[config.mk]
export PLATFORM = sky130hd
export DESIGN_NAME = mem_1rw_req_resp_adapter_flat
export DESIGN_NICKNAME = d
export VERILOG_FILES = /design/src/rtl/mem_1rw_req_resp_adapter_pkg.sv /design/src/rtl/mem_1rw_req_resp_adapter_if.sv /design/src/rtl/mem_1rw_resp_fifo.sv /design/src/rtl/mem_1rw_req_resp_adapter.sv /design/src/flat_wrapper.sv
export SDC_FILE = /design/constraint.sdc
export NUM_CORES = 1
export LEC_CHECK = 0
export CAP_MARGIN = 0
export CORE_ASPECT_RATIO = 0.7
export CORE_MARGIN = 2
export CORE_UTILIZATION = 47
export CTS_BUF_LIST = sky130_fd_sc_hd__clkbuf_4 sky130_fd_sc_hd__clkbuf_8
export DETAILED_ROUTE_END_ITERATION = 8
export MAX_ROUTING_LAYER = met4
export PLACE_DENSITY_LB_ADDON = 0.1
export SYNTH_ARGS = -nofsm -noshare
export SYNTH_HDL_FRONTEND = slang
export SYNTH_HIERARCHICAL = 1
export SYNTH_SLANG_ARGS = --single-unit
[constraint.sdc]
create_clock -name clk_i -period 9.4 [get_ports clk_i]
set_clock_uncertainty 0.15 [all_clocks]
set_input_delay 1.88 -clock clk_i [delete_from_list [all_inputs] [get_ports clk_i]]
set_output_delay 1.88 -clock clk_i [all_outputs]
set_load 0.05 [all_outputs]
[src/rtl/mem_1rw_req_resp_adapter_pkg.sv]
// Shared constants and helpers for the 1RW SRAM request/response adapter.
package mem_1rw_req_resp_adapter_pkg;

  localparam int unsigned resp_els_default_lp = 2;

  function automatic int unsigned mask_width(input int unsigned data_width);
    return data_width >> 3;
  endfunction

endpackage

[src/rtl/mem_1rw_req_resp_adapter_if.sv]
// Request, SRAM-port and response signals of the adapter, bundled for port connection.
interface mem_1rw_req_resp_adapter_if
  import mem_1rw_req_resp_adapter_pkg::*;
#(
  parameter int unsigned width_p = 64,
  parameter int unsigned els_p   = 512
) ();

  localparam int unsigned addr_width_lp = $clog2(els_p);
  localparam int unsigned mask_width_lp = mask_width(width_p);

  logic                     v_i;
  logic                     w_i;
  logic [addr_width_lp-1:0] addr_i;
  logic [width_p-1:0]       data_i;
  logic [mask_width_lp-1:0] mask_i;
  logic                     ready_o;
  logic                     mem_v_o;
  logic                     mem_w_o;
  logic [addr_width_lp-1:0] mem_addr_o;
  logic [width_p-1:0]       mem_data_o;
  logic [mask_width_lp-1:0] mem_mask_o;
  logic [width_p-1:0]       mem_data_i;
  logic                     v_o;
  logic [width_p-1:0]       data_o;
  logic                     ready_i;

  modport slave (
    input  v_i, w_i, addr_i, data_i, mask_i, mem_data_i, ready_i,
    output ready_o, mem_v_o, mem_w_o, mem_addr_o, mem_data_o, mem_mask_o, v_o, data_o
  );

  modport master (
    output v_i, w_i, addr_i, data_i, mask_i, mem_data_i, ready_i,
    input  ready_o, mem_v_o, mem_w_o, mem_addr_o, mem_data_o, mem_mask_o, v_o, data_o
  );

endinterface

[src/rtl/mem_1rw_resp_fifo.sv]
// Small circular response FIFO with valid/ready on both sides; any depth >= 2.
module mem_1rw_resp_fifo #(
  parameter int unsigned width_p = 64,
  parameter int unsigned els_p   = 2,
  localparam int unsigned ptr_w_lp = $clog2(els_p),
  localparam int unsigned cnt_w_lp = $clog2(els_p + 1)
) (
  input  logic                clk_i,
  input  logic                reset_n_i,
  input  logic                v_i,
  input  logic [width_p-1:0]  data_i,
  output logic                ready_o,
  output logic                v_o,
  output logic [width_p-1:0]  data_o,
  input  logic                ready_i,
  output logic [cnt_w_lp-1:0] count_o
);

  logic [width_p-1:0]  mem_r [els_p];
  logic [ptr_w_lp-1:0] wptr_r, rptr_r;
  logic [cnt_w_lp-1:0] count_r;
  logic                enq, deq;

  function automatic logic [ptr_w_lp-1:0] ptr_inc(input logic [ptr_w_lp-1:0] p);
    return (p == ptr_w_lp'(els_p - 1)) ? '0 : p + 1'b1;
  endfunction

  assign ready_o = (count_r != cnt_w_lp'(els_p));
  assign v_o     = (count_r != '0);
  assign enq     = v_i & ready_o;
  assign deq     = v_o & ready_i;
  assign data_o  = mem_r[rptr_r];
  assign count_o = count_r;

  always_ff @(posedge clk_i or negedge reset_n_i) begin
    if (!reset_n_i) begin
      wptr_r  <= '0;
      rptr_r  <= '0;
      count_r <= '0;
    end else begin
      if (enq) wptr_r <= ptr_inc(wptr_r);
      if (deq) rptr_r <= ptr_inc(rptr_r);
      case ({enq, deq})
        2'b10:   count_r <= count_r + 1'b1;
        2'b01:   count_r <= count_r - 1'b1;
        default: count_r <= count_r;
      endcase
    end
  end

  always_ff @(posedge clk_i) begin
    if (enq) mem_r[wptr_r] <= data_i;
  end

endmodule

[src/rtl/mem_1rw_req_resp_adapter.sv]
// Valid/ready front-end for a 1-cycle-latency 1RW SRAM: credit-gated requests,
// bypassed or FIFO-buffered read responses.
module mem_1rw_req_resp_adapter
  import mem_1rw_req_resp_adapter_pkg::*;
#(
  parameter int unsigned width_p    = 64,
  parameter int unsigned els_p      = 512,
  parameter int unsigned resp_els_p = resp_els_default_lp
) (
  input  logic                         clk_i,
  input  logic                         reset_n_i,
  mem_1rw_req_resp_adapter_if.slave    bus
);

  localparam int unsigned addr_width_lp = $clog2(els_p);
  localparam int unsigned mask_width_lp = mask_width(width_p);
  localparam int unsigned cnt_w_lp      = $clog2(resp_els_p + 1);

  logic [addr_width_lp-1:0] req_addr;
  logic [mask_width_lp-1:0] req_mask;
  logic                     inflight_r;
  logic                     out_of_reset_r;
  logic                     fifo_enq_v, fifo_ready, fifo_v;
  logic [width_p-1:0]       fifo_data;
  logic [cnt_w_lp-1:0]      fifo_count;
  logic [cnt_w_lp:0]        occupancy;
  logic                     bypass;

  // Credits cover queued plus in-flight reads so the FIFO can never overflow;
  // out_of_reset_r holds ready_o low until the first clock after reset release.
  assign occupancy   = {1'b0, fifo_count} + (cnt_w_lp + 1)'(inflight_r);
  assign bus.ready_o = out_of_reset_r & fifo_ready
                     & (occupancy < (cnt_w_lp + 1)'(resp_els_p));

  assign req_addr       = bus.addr_i;
  assign req_mask       = bus.mask_i;
  assign bus.mem_v_o    = bus.v_i & bus.ready_o;
  assign bus.mem_w_o    = bus.w_i;
  assign bus.mem_addr_o = req_addr;
  assign bus.mem_data_o = bus.data_i;
  assign bus.mem_mask_o = req_mask;

  always_ff @(posedge clk_i or negedge reset_n_i) begin
    if (!reset_n_i) begin
      inflight_r     <= 1'b0;
      out_of_reset_r <= 1'b0;
    end else begin
      inflight_r     <= bus.mem_v_o & ~bus.w_i;
      out_of_reset_r <= 1'b1;
    end
  end

  // Returning read data skips the FIFO only when nothing older is queued.
  assign bypass     = inflight_r & ~fifo_v;
  assign fifo_enq_v = inflight_r & ~(bypass & bus.ready_i);
  assign bus.v_o    = fifo_v | inflight_r;
  assign bus.data_o = fifo_v ? fifo_data : bus.mem_data_i;

  mem_1rw_resp_fifo #(
    .width_p (width_p),
    .els_p   (resp_els_p)
  ) u_fifo (
    .clk_i     (clk_i),
    .reset_n_i (reset_n_i),
    .v_i       (fifo_enq_v),
    .data_i    (bus.mem_data_i),
    .ready_o   (fifo_ready),
    .v_o       (fifo_v),
    .data_o    (fifo_data),
    .ready_i   (bus.ready_i),
    .count_o   (fifo_count)
  );

endmodule

[src/flat_wrapper.sv]
// flat-port wrapper written by rule: the top's interface ports become plain ports
module mem_1rw_req_resp_adapter_flat import mem_1rw_req_resp_adapter_pkg::*;
#(
  parameter int unsigned width_p    = 64,
  parameter int unsigned els_p      = 512,
  parameter int unsigned resp_els_p = resp_els_default_lp
)
  (clk_i, reset_n_i, bus_v_i, bus_w_i, bus_addr_i, bus_data_i, bus_mask_i, bus_mem_data_i, bus_ready_i, bus_ready_o, bus_mem_v_o, bus_mem_w_o, bus_mem_addr_o, bus_mem_data_o, bus_mem_mask_o, bus_v_o, bus_data_o);
  mem_1rw_req_resp_adapter_if #(.width_p(width_p), .els_p(els_p)) bus_i ();
  input  logic clk_i;
  input  logic reset_n_i;
  input wire logic [$bits(bus_i.v_i)-1:0] bus_v_i;
  input wire logic [$bits(bus_i.w_i)-1:0] bus_w_i;
  input wire logic [$bits(bus_i.addr_i)-1:0] bus_addr_i;
  input wire logic [$bits(bus_i.data_i)-1:0] bus_data_i;
  input wire logic [$bits(bus_i.mask_i)-1:0] bus_mask_i;
  input wire logic [$bits(bus_i.mem_data_i)-1:0] bus_mem_data_i;
  input wire logic [$bits(bus_i.ready_i)-1:0] bus_ready_i;
  output wire logic [$bits(bus_i.ready_o)-1:0] bus_ready_o;
  output wire logic [$bits(bus_i.mem_v_o)-1:0] bus_mem_v_o;
  output wire logic [$bits(bus_i.mem_w_o)-1:0] bus_mem_w_o;
  output wire logic [$bits(bus_i.mem_addr_o)-1:0] bus_mem_addr_o;
  output wire logic [$bits(bus_i.mem_data_o)-1:0] bus_mem_data_o;
  output wire logic [$bits(bus_i.mem_mask_o)-1:0] bus_mem_mask_o;
  output wire logic [$bits(bus_i.v_o)-1:0] bus_v_o;
  output wire logic [$bits(bus_i.data_o)-1:0] bus_data_o;
  assign bus_i.v_i = bus_v_i;
  assign bus_i.w_i = bus_w_i;
  assign bus_i.addr_i = bus_addr_i;
  assign bus_i.data_i = bus_data_i;
  assign bus_i.mask_i = bus_mask_i;
  assign bus_i.mem_data_i = bus_mem_data_i;
  assign bus_i.ready_i = bus_ready_i;
  assign bus_ready_o = bus_i.ready_o;
  assign bus_mem_v_o = bus_i.mem_v_o;
  assign bus_mem_w_o = bus_i.mem_w_o;
  assign bus_mem_addr_o = bus_i.mem_addr_o;
  assign bus_mem_data_o = bus_i.mem_data_o;
  assign bus_mem_mask_o = bus_i.mem_mask_o;
  assign bus_v_o = bus_i.v_o;
  assign bus_data_o = bus_i.data_o;
  mem_1rw_req_resp_adapter #(.width_p(width_p), .els_p(els_p), .resp_els_p(resp_els_p)) u_core (.clk_i(clk_i), .reset_n_i(reset_n_i), .bus(bus_i));
endmodule
==> flow_metrics.tcl, run 1 <==
set metrics [dict create \
    vdd_drop_max_mv 0.174 \
    stdcell_area_um2 8010 \
    synth-async-reset-ratio 0.0448 \
    crit_type "in -> out" \
    finalHoldViolations 0 \
    rsz0062_at_grt "false" \
    leakagePower_uw 0.00298 \
    area_growth_pct 20.1 \
    yosysSeqAreaShare 0.599 \
    syn_inst 380 \
    synth_xor_area_frac 0.00657 \
    grt_util_all_layers 0.166 \
    fin_crit_sh 0.579 \
    fp-row-count 36 \
    synth_top_family_by_area "multiplexers" \
    placed_area_um2 7560 \
    grt_max_degree 44 \
    n_antenna_cell 0 \
    synth_area_um2 6670 \
    setup_viol 0 \
    yosys.area.top_type "edfxtp_1" \
    synth-main-ff-cell "edfxtp_1" \
    nNetsFinal 594 \
    htree_num_levels 4 \
    yosys_warnings 6 \
    synth_top_area_frac 0.576 \
    initial_utilization 0.481 \
    synthMuxAreaShare 0.266 \
    status "finished, final reports clean" \
    clk_latency_ps 430 \
    wl_mm 11.9 \
    vias 3213 \
    drive_gt1_frac 0.366 \
    antenna_found_initial 0 \
    synth_nets 531 \
    place_congestion 0.725 \
    pwr-share-clk 0.198 \
    pwr-share-comb 0.531 \
    layout_setup_ws_ps 3960 \
    fmax_ghz 0.184 \
    dpl.hpwl_mm 7.34 \
    drc_errors 0 \
    start_kind "input port" \
    synth_most_common_cell "edfxtp_1" \
    via_per_inst 4.97 \
    ctsResizeCount 0 \
    end_kind "primary output" \
    syn_avg_cell_area_um2 17.5 \
    grt_pass1_vias 3353 \
    clock_path_buffers 2 \
    synth-edff-count 128 \
    synth_cell_types 23 \
    die_height_um 104 \
    min_period_ps 5440 \
    cp_data_required_time_ps 7370 \
    sequentialPowerShare 0.271 \
    max_cap_violations 0 \
    grt_overflow 0 \
    dp_slack_ps 3960 \
    swShare 0.396 \
    max_slew_margin 0.429 \
    numCtsBuffers 17 \
    drt_iter0_drc 174 \
    internal_power_uw 1630 \
    power_density_nw_per_um2 337 \
    hold_path.class "reg -> reg" \
    root_buffer "clkbuf_8" \
    synthSimpleGateAreaFrac 0.00901 \
    slew_viol_final 0 \
    synthTopCellsByCount "edfxtp_1 (128), mux2_4 (88), buf_4 (82), mux2_2 (40), buf_6 (11)" \
    cts_hold_buf 0 \
    cts_tree "yes" \
    yosys.area_share.adder 0.00188 \
    ys_top_cells_by_area "edfxtp_1 (58%), mux2_4 (20%), buf_4 (9.2%), mux2_2 (6.8%), dfrtp_1 (2.3%)" \
    fin_tns_setup_ps 0 \
    cts_setup_buffers 0 \
    crit_arrival_ps 3410 \
    die-area_um2 15200 \
    port_buffers 136 \
    synth_compound_area_frac 0.00375 \
    grt_pass1_wl_mm 18.7 \
    die_w_um 146 \
    avgRoutedWirePerCell_um 18.5 \
    drt_first_pass_iters 4 \
    ys_seq_elements 134 \
    fp.coreArea_um2 13900 \
    rrSetupSlack_ps 6200 \
    postRouteAntennaNets 0 \
    worst_slew_pin_slew_ps 856 \
    p_switching_uw 1070 \
    pin_count 299 \
    numClockSinks 134 \
    cp_max_fo 3 \
    clk_pin_slew_worst_paths_ps 80 \
]
[routing by layer]
metal | routed length [um] | global-route usage
met5 | 0 | -
met4 | 281 | 0.0832
met3 | 1060 | 0.0714
met2 | 5130 | 0.225
met1 | 5470 | 0.213
[critical path, stage by stage]
cell             delay (ps)
clkdlybuf4s50_1         540
mux2_2                  190
clkdlybuf4s50_1         800
[power by group through the flow]
stage	logic [uW]	registers (uW)	clock network [uW]
after floorplan	1210	719	0
after global placement	1440	747	0
after detailed placement	1440	747	0
after CTS	1450	733	550
after global routing	1500	738	573
final	1440	732	534
[state kept, by name, summed over array words and instances, names as in the netlist]
register and flops:
u_core/u_fifo/wptr_r 1, u_core/inflight_r 1, u_core/u_fifo/mem_r 128, u_core/u_fifo/rptr_r 1, u_core/out_of_reset_r 1, u_core/u_fifo/count_o 2
[final timing paths]
check | startpoint | cells after the start | endpoint
max in group asynchronous | reset_n_i | 1 | u_core/u_fifo/rptr_r
worst max-delay path | bus_mem_data_i[8] | 3 | bus_data_o[8]
worst min register to register | u_core/u_fifo/count_o[1] | 1 | u_core/u_fifo/count_o[1]
worst min-delay path | u_core/u_fifo/count_o[1] | 1 | u_core/u_fifo/count_o[1]
worst max register to register | u_core/u_fifo/count_o[0] | 6 | u_core/u_fifo/mem_r[0][52]
min in group asynchronous | reset_n_i | 1 | u_core/out_of_reset_r
[layout by cell type, fill, tap and decap left out, drive strengths merged]
cell           instances
conb                   1
a211oi                 1
inv                    2
xnor2                  3
clkdlybuf4s50        136
xor2                   2
dfrtp                  6
nand2b                 1
nand2                  1
nor2                   2
ha                     1
a21boi                 1
and3                   2
clkbuf                18
mux2                 128
and2                   1
a21oi                  2
nand4b                 1
bufinv                 5
edfxtp               128
or2                    2
clkinv                 8
buf                    4
[final cells by class]
class | instances | area (um^2)
clock buffer | 18 | 241
fill | 1142 | 5870
tap | 190 | 238
multi-input combinational | 149 | 1930
sequential | 134 | 4000
timing repair buffer | 140 | 1390
inverter | 1 | 3.75
clock inverter | 14 | 206
[stage by stage]
stage          hold slack, ps  utilization  total power, uW  instances
6_report                  385        0.577             2700        646
5_1_grt                   406        0.577             2810        646
3_5_place_dp              369        0.545             2190        614
3_3_place_gp              369        0.545             2190        614
4_1_cts                   385        0.577             2730        646
2_1_floorplan             311            -             1930        380
[cells by family after synthesis]
family	count (synthesis)
buffers and inverters	97
multiplexers	128
XOR/XNOR	5
AO/OA/AOI/OAI	4
other	1
adder cells (fa/ha/maj)	1
AND/OR/NAND/NOR	10
flip-flops	134
Note: power is estimated with default switching activity, not from simulation.
==> inputs of run 2 (changes only) <==
--- a/config.mk
+++ b/config.mk
@@ -8,7 +8,7 @@
 export CAP_MARGIN = 0
 export CORE_ASPECT_RATIO = 0.7
 export CORE_MARGIN = 2
-export CORE_UTILIZATION = 47
+export CORE_UTILIZATION = 43
 export CTS_BUF_LIST = sky130_fd_sc_hd__clkbuf_4 sky130_fd_sc_hd__clkbuf_8
 export DETAILED_ROUTE_END_ITERATION = 8
 export MAX_ROUTING_LAYER = met4
==> constraint.sdc (replaced) <==
create_clock -name clk_i -period 5.6 [get_ports clk_i]
set_clock_uncertainty 0.15 [all_clocks]
set_input_delay 1.12 -clock clk_i [delete_from_list [all_inputs] [get_ports clk_i]]
set_output_delay 1.12 -clock clk_i [all_outputs]
set_load 0.05 [all_outputs]
==> flow_metrics.tcl, run 2 (synthesis gave the netlist of run 1 again) <==
set metrics [dict create \
    crit_arrival_ps 3140 \
    hold_path.class "reg -> reg" \
    whs_ps 379 \
    largest_register_ffs 128 \
    postRouteAntennaNets 0 \
    slew_viol_final 0 \
    pin_count 299 \
    htree_num_levels 4 \
    via_per_inst 4.90 \
    cp-endpoint "bus_data_o[50]" \
    numCtsBuffers 17 \
    internal_power_uw 2550 \
    r2r_end "u_core/u_fifo/mem_r[0][52]" \
    pwr-share-comb 0.552 \
    power_density_nw_per_um2 545 \
    area_growth_pct 19.0 \
    status "finished, final reports clean" \
    initial_utilization 0.436 \
    start_kind "flop" \
    fp-row-count 38 \
    top_register "u_core/u_fifo/mem_r" \
    sequentialPowerShare 0.293 \
    ctsResizeCount 0 \
    finalHoldViolations 0 \
    cp_data_required_time_ps 4330 \
    p_switching_uw 1780 \
    die_w_um 153 \
    max_cap_violations 0 \
    clk_pin_slew_worst_paths_ps 70 \
    n_antenna_cell 0 \
    rr_worst_depth 7 \
    vdd_drop_max_mv 0.308 \
    vias 3227 \
    port_buffers 136 \
    nNetsFinal 596 \
    grt_pass1_vias 3380 \
    drive_gt1_frac 0.369 \
    max_slew_margin 0.364 \
    layout_commonest_cell "clkdlybuf4s50_1" \
    avgRoutedWirePerCell_um 19.8 \
    clk_latency_ps 420 \
    antenna_found_initial 0 \
    grt_pass1_wl_mm 19.8 \
    final_cell_mix "clkdlybuf4s50_1 (136), edfxtp_1 (128), mux2_4 (88), mux2_2 (40), clkbuf_8 (17)" \
    crit_start "u_core/u_fifo/rptr_r" \
    clock_path_buffers 2 \
    min_period_ps 4410 \
    drt_iter0_drc 152 \
    end_kind "primary output" \
    worst_slew_pin_slew_ps 952 \
    r2r_start "u_core/u_fifo/count_o[0]" \
    grt_util_all_layers 0.166 \
    fmax_ghz 0.227 \
    cts_setup_buffers 0 \
    fin_tns_setup_ps 0 \
    cts_hold_buf 0 \
    stdcell_area_um2 7940 \
    cp_max_fo 39 \
    place_congestion 0.711 \
    fp.coreArea_um2 15300 \
    crit_type "reg -> out" \
    grt_overflow 0 \
    postLayoutCoreUtil 0.518 \
    cts_tree "yes" \
    numClockSinks 134 \
    die-area_um2 16500 \
    rrSetupSlack_ps 2010 \
    leakagePower_uw 0.00295 \
    die_height_um 108 \
    pwr-share-clk 0.155 \
    placed_area_um2 7610 \
    rsz0062_at_grt "false" \
    wl_mm 13.0 \
    hold_depth 1 \
    swShare 0.411 \
    setup_viol 0 \
    dpl.hpwl_mm 8.54 \
    drc_errors 0 \
    drt_first_pass_iters 4 \
    grt_max_degree 40 \
    fin_crit_sh 0.788 \
    root_buffer "clkbuf_8" \
]
==> run 2: worst min path at each step <==
stage	startpoint	endpoint	slack (ps)
global placement	u_core/inflight_r	u_core/inflight_r	360
finish	u_core/inflight_r	u_core/inflight_r	380
floorplan	u_core/u_fifo/wptr_r	u_core/u_fifo/wptr_r	310
detailed placement	u_core/inflight_r	u_core/inflight_r	370
global route	u_core/inflight_r	u_core/inflight_r	420
CTS	u_core/inflight_r	u_core/inflight_r	380
==> run 2: metal layers <==
layer  wire (um)  track usage  vias up
li1            -            -     1461
met1        6130        0.219     1552
met2        5220        0.210      160
met3        1250       0.0854       54
met4         412       0.0754        0
met5           0            -        -
==> run 2: worst max-delay path: stages, from the launching register on <==
cell	delay, ps
dfrtp_4	900
buf_4	470
mux2_2	380
mux2_4	250
clkdlybuf4s50_1	700
==> run 2: power by group through the flow <==
stage | Clock (uW) | Combinational, uW | Sequential, uW
2_1_floorplan | 0 | 2040 | 1210
3_3_place_gp | 0 | 2400 | 1290
3_5_place_dp | 0 | 2400 | 1290
4_1_cts | 699 | 2410 | 1270
5_1_grt | 744 | 2490 | 1280
6_report | 672 | 2390 | 1270
==> run 2: per-stage QoR <==
| stage | setup WS, ps | power, uW | cells |
|---|---|---|---|
| after CTS | 1120 | 4380 | 658 |
| final | 1190 | 4330 | 658 |
| after global placement | 1620 | 3690 | 626 |
| after floorplan | 897 | 3240 | 380 |
| after global routing | 1030 | 4510 | 658 |
| after detailed placement | 1610 | 3690 | 626 |
==> run 2: cell type report <==
cell class	count	area, um^2
multi-input cells	149	1930
clock buffers	25	294
clock inverters	7	31.3
repair buffers	142	1430
flip-flops and latches	134	4000
inverters	1	3.75
well taps	200	250
fillers	1291	7370
==> inputs of run 3 (changes only) <==
--- a/config.mk
+++ b/config.mk
@@ -8,7 +8,7 @@
 export CAP_MARGIN = 0
 export CORE_ASPECT_RATIO = 0.7
 export CORE_MARGIN = 2
-export CORE_UTILIZATION = 43
+export CORE_UTILIZATION = 39
 export CTS_BUF_LIST = sky130_fd_sc_hd__clkbuf_4 sky130_fd_sc_hd__clkbuf_8
 export DETAILED_ROUTE_END_ITERATION = 8
 export MAX_ROUTING_LAYER = met4
==> constraint.sdc (replaced) <==
create_clock -name clk_i -period 3.6 [get_ports clk_i]
set_clock_uncertainty 0.15 [all_clocks]
set_input_delay 0.72 -clock clk_i [delete_from_list [all_inputs] [get_ports clk_i]]
set_output_delay 0.72 -clock clk_i [all_outputs]
set_load 0.05 [all_outputs]
==> flow_metrics.tcl, run 3 (synthesis gave the netlist of run 1 again) <==
set metrics [dict create \
    end_kind "primary output" \
    layout_setup_ws_ps 93.3 \
    wl_met1_mm 6.06 \
    port_buffers 136 \
    fin_cells 689 \
    fin_tns_setup_ps 0 \
    max_slew_margin 0.618 \
    grt_pass1_vias 3452 \
    top_register "u_core/u_fifo/mem_r" \
    layout_commonest_cell "edfxtp_1" \
    drt_first_pass_iters 4 \
    rsz0062_at_grt "false" \
    grt_max_degree 36 \
    grt_overflow 0 \
    power_density_nw_per_um2 854 \
    numClockSinks 134 \
    dpl.hpwl_mm 7.75 \
    drt_iter0_drc 178 \
    fp.coreArea_um2 16500 \
    clk_latency_ps 430 \
    dp.cells 656 \
    root_buffer "clkbuf_8" \
    area_growth_pct 21.5 \
    worst_slew_pin_slew_ps 572 \
    slew_viol_final 0 \
    postLayoutCoreUtil 0.490 \
    wl_met3_um 825 \
    drive_gt1_frac 0.381 \
    crit_arrival_ps 2640 \
    grt_pass1_wl_mm 18.6 \
    setup_viol 0 \
    avgRoutedWirePerCell_um 17.8 \
    die-area_um2 18200 \
    grt_util_all_layers 0.141 \
    die_height_um 113 \
    initial_utilization 0.403 \
    start_kind "flop" \
    clk_pin_slew_worst_paths_ps 70 \
    nNetsFinal 602 \
    cts_tree "yes" \
    clock_path_buffers 2 \
    vdd_drop_max_mv 0.398 \
    cts_setup_buffers 0 \
    vias 3251 \
    leakagePower_uw 0.00313 \
    min_period_ps 3510 \
    fmax_ghz 0.285 \
    numCtsBuffers 17 \
    fp-row-count 39 \
    dp_slack_ps 395 \
    largest_register_ffs 128 \
    wl_met2_mm 5.23 \
    via_per_inst 4.72 \
    place_congestion 0.734 \
    power_uw 6920 \
    crit_type "reg -> out" \
    wl_mm 12.3 \
    max_cap_violations 0 \
    finalHoldViolations 0 \
    fin_crit_sh 0.974 \
    drc_errors 0 \
    antenna_found_initial 0 \
    n_antenna_cell 0 \
    cp_max_fo 22 \
    die_w_um 160 \
    status "finished, final reports clean" \
    cp_data_required_time_ps 2730 \
    top_layer_used "met4" \
    htree_num_levels 4 \
    pin_count 299 \
    postRouteAntennaNets 0 \
    final_cell_mix "edfxtp_1 (128), clkdlybuf4s50_1 (123), mux2_4 (88), mux2_2 (40), clkbuf_8 (18)" \
    hold_path.class "in -> async" \
]
run 3: cell types whose count changed in the layout (fill, tap and decap cells not counted):
cell / previous run / this run
buf_4: 4 / 7
clkdlybuf4s50_1: 136 / 123
clkbuf_8: 17 / 18
or2_2: 1 / 2
clkinv_2: 4 / 5
dlymetal6s2s_1: 0 / 13
clkinv_1: 3 / 1
buf_12: 2 / 4
bufinv_16: 0 / 1
clkbuf_4: 8 / 7
run 3: final timing paths:
path                                           from                    endpoint  slack [ps]  cells after the start
min in group clk_i             u_core/u_fifo/wptr_r        u_core/u_fifo/wptr_r         410                      1
max reg2reg                u_core/u_fifo/count_o[0]  u_core/u_fifo/mem_r[0][45]        1180                      6
min reg2reg                    u_core/u_fifo/wptr_r        u_core/u_fifo/wptr_r         410                      1
min                                       reset_n_i       u_core/out_of_reset_r         380                      1
max                            u_core/u_fifo/rptr_r              bus_data_o[60]          90                      4
max in group asynchronous                 reset_n_i        u_core/u_fifo/rptr_r        2660                      1
run 3: report_power, final:
part / switching, uW / internal, uW
clock: 530 / 609
combinational: 2170 / 1700
sequential: 101 / 1810
total: 2800 / 4120
run 3: repair_timing:
action | in CTS | in global routing
gates resized for setup | 0 | 13
hold buffers | 0 | 0
hold endpoints to repair | 0 | 0
setup endpoints to repair | 49 | 13
gates cloned | 1 | 0
pin swaps | 1 | 0
run 3: layout make-up:
class | instances | area [um^2]
Inverter | 1 | 3.75
Clock inverter | 7 | 58.8
Timing Repair Buffer | 147 | 1530
Tap cell | 225 | 282
Clock buffer | 25 | 300
Sequential cell | 134 | 4000
Multi-Input combinational cell | 150 | 1930
Fill cell | 1381 | 8440
run 3: per-stage QoR:
| stage | hold slack (ps) | cell area, um^2 |
|---|---|---|
| 3_3_place_gp | 382 | 7700 |
| 3_5_place_dp | 390 | 7700 |
| 6_report | 381 | 8100 |
| 4_1_cts | 358 | 8070 |
| 2_1_floorplan | 274 | 6670 |
| 5_1_grt | 370 | 8100 |
run 3: worst max-delay path, stage by stage (launching register included):
cell,delay [ps]
dfrtp_4,630
buf_12,260
mux2_4,320
mux2_2,270
clkdlybuf4s50_1,710
run 3: per-layer routing:
metal	global-route usage	vias up
met5	-	-
met4	0.0523	0
met3	0.0585	28
met2	0.190	151
met1	0.189	1599
li1	-	1473
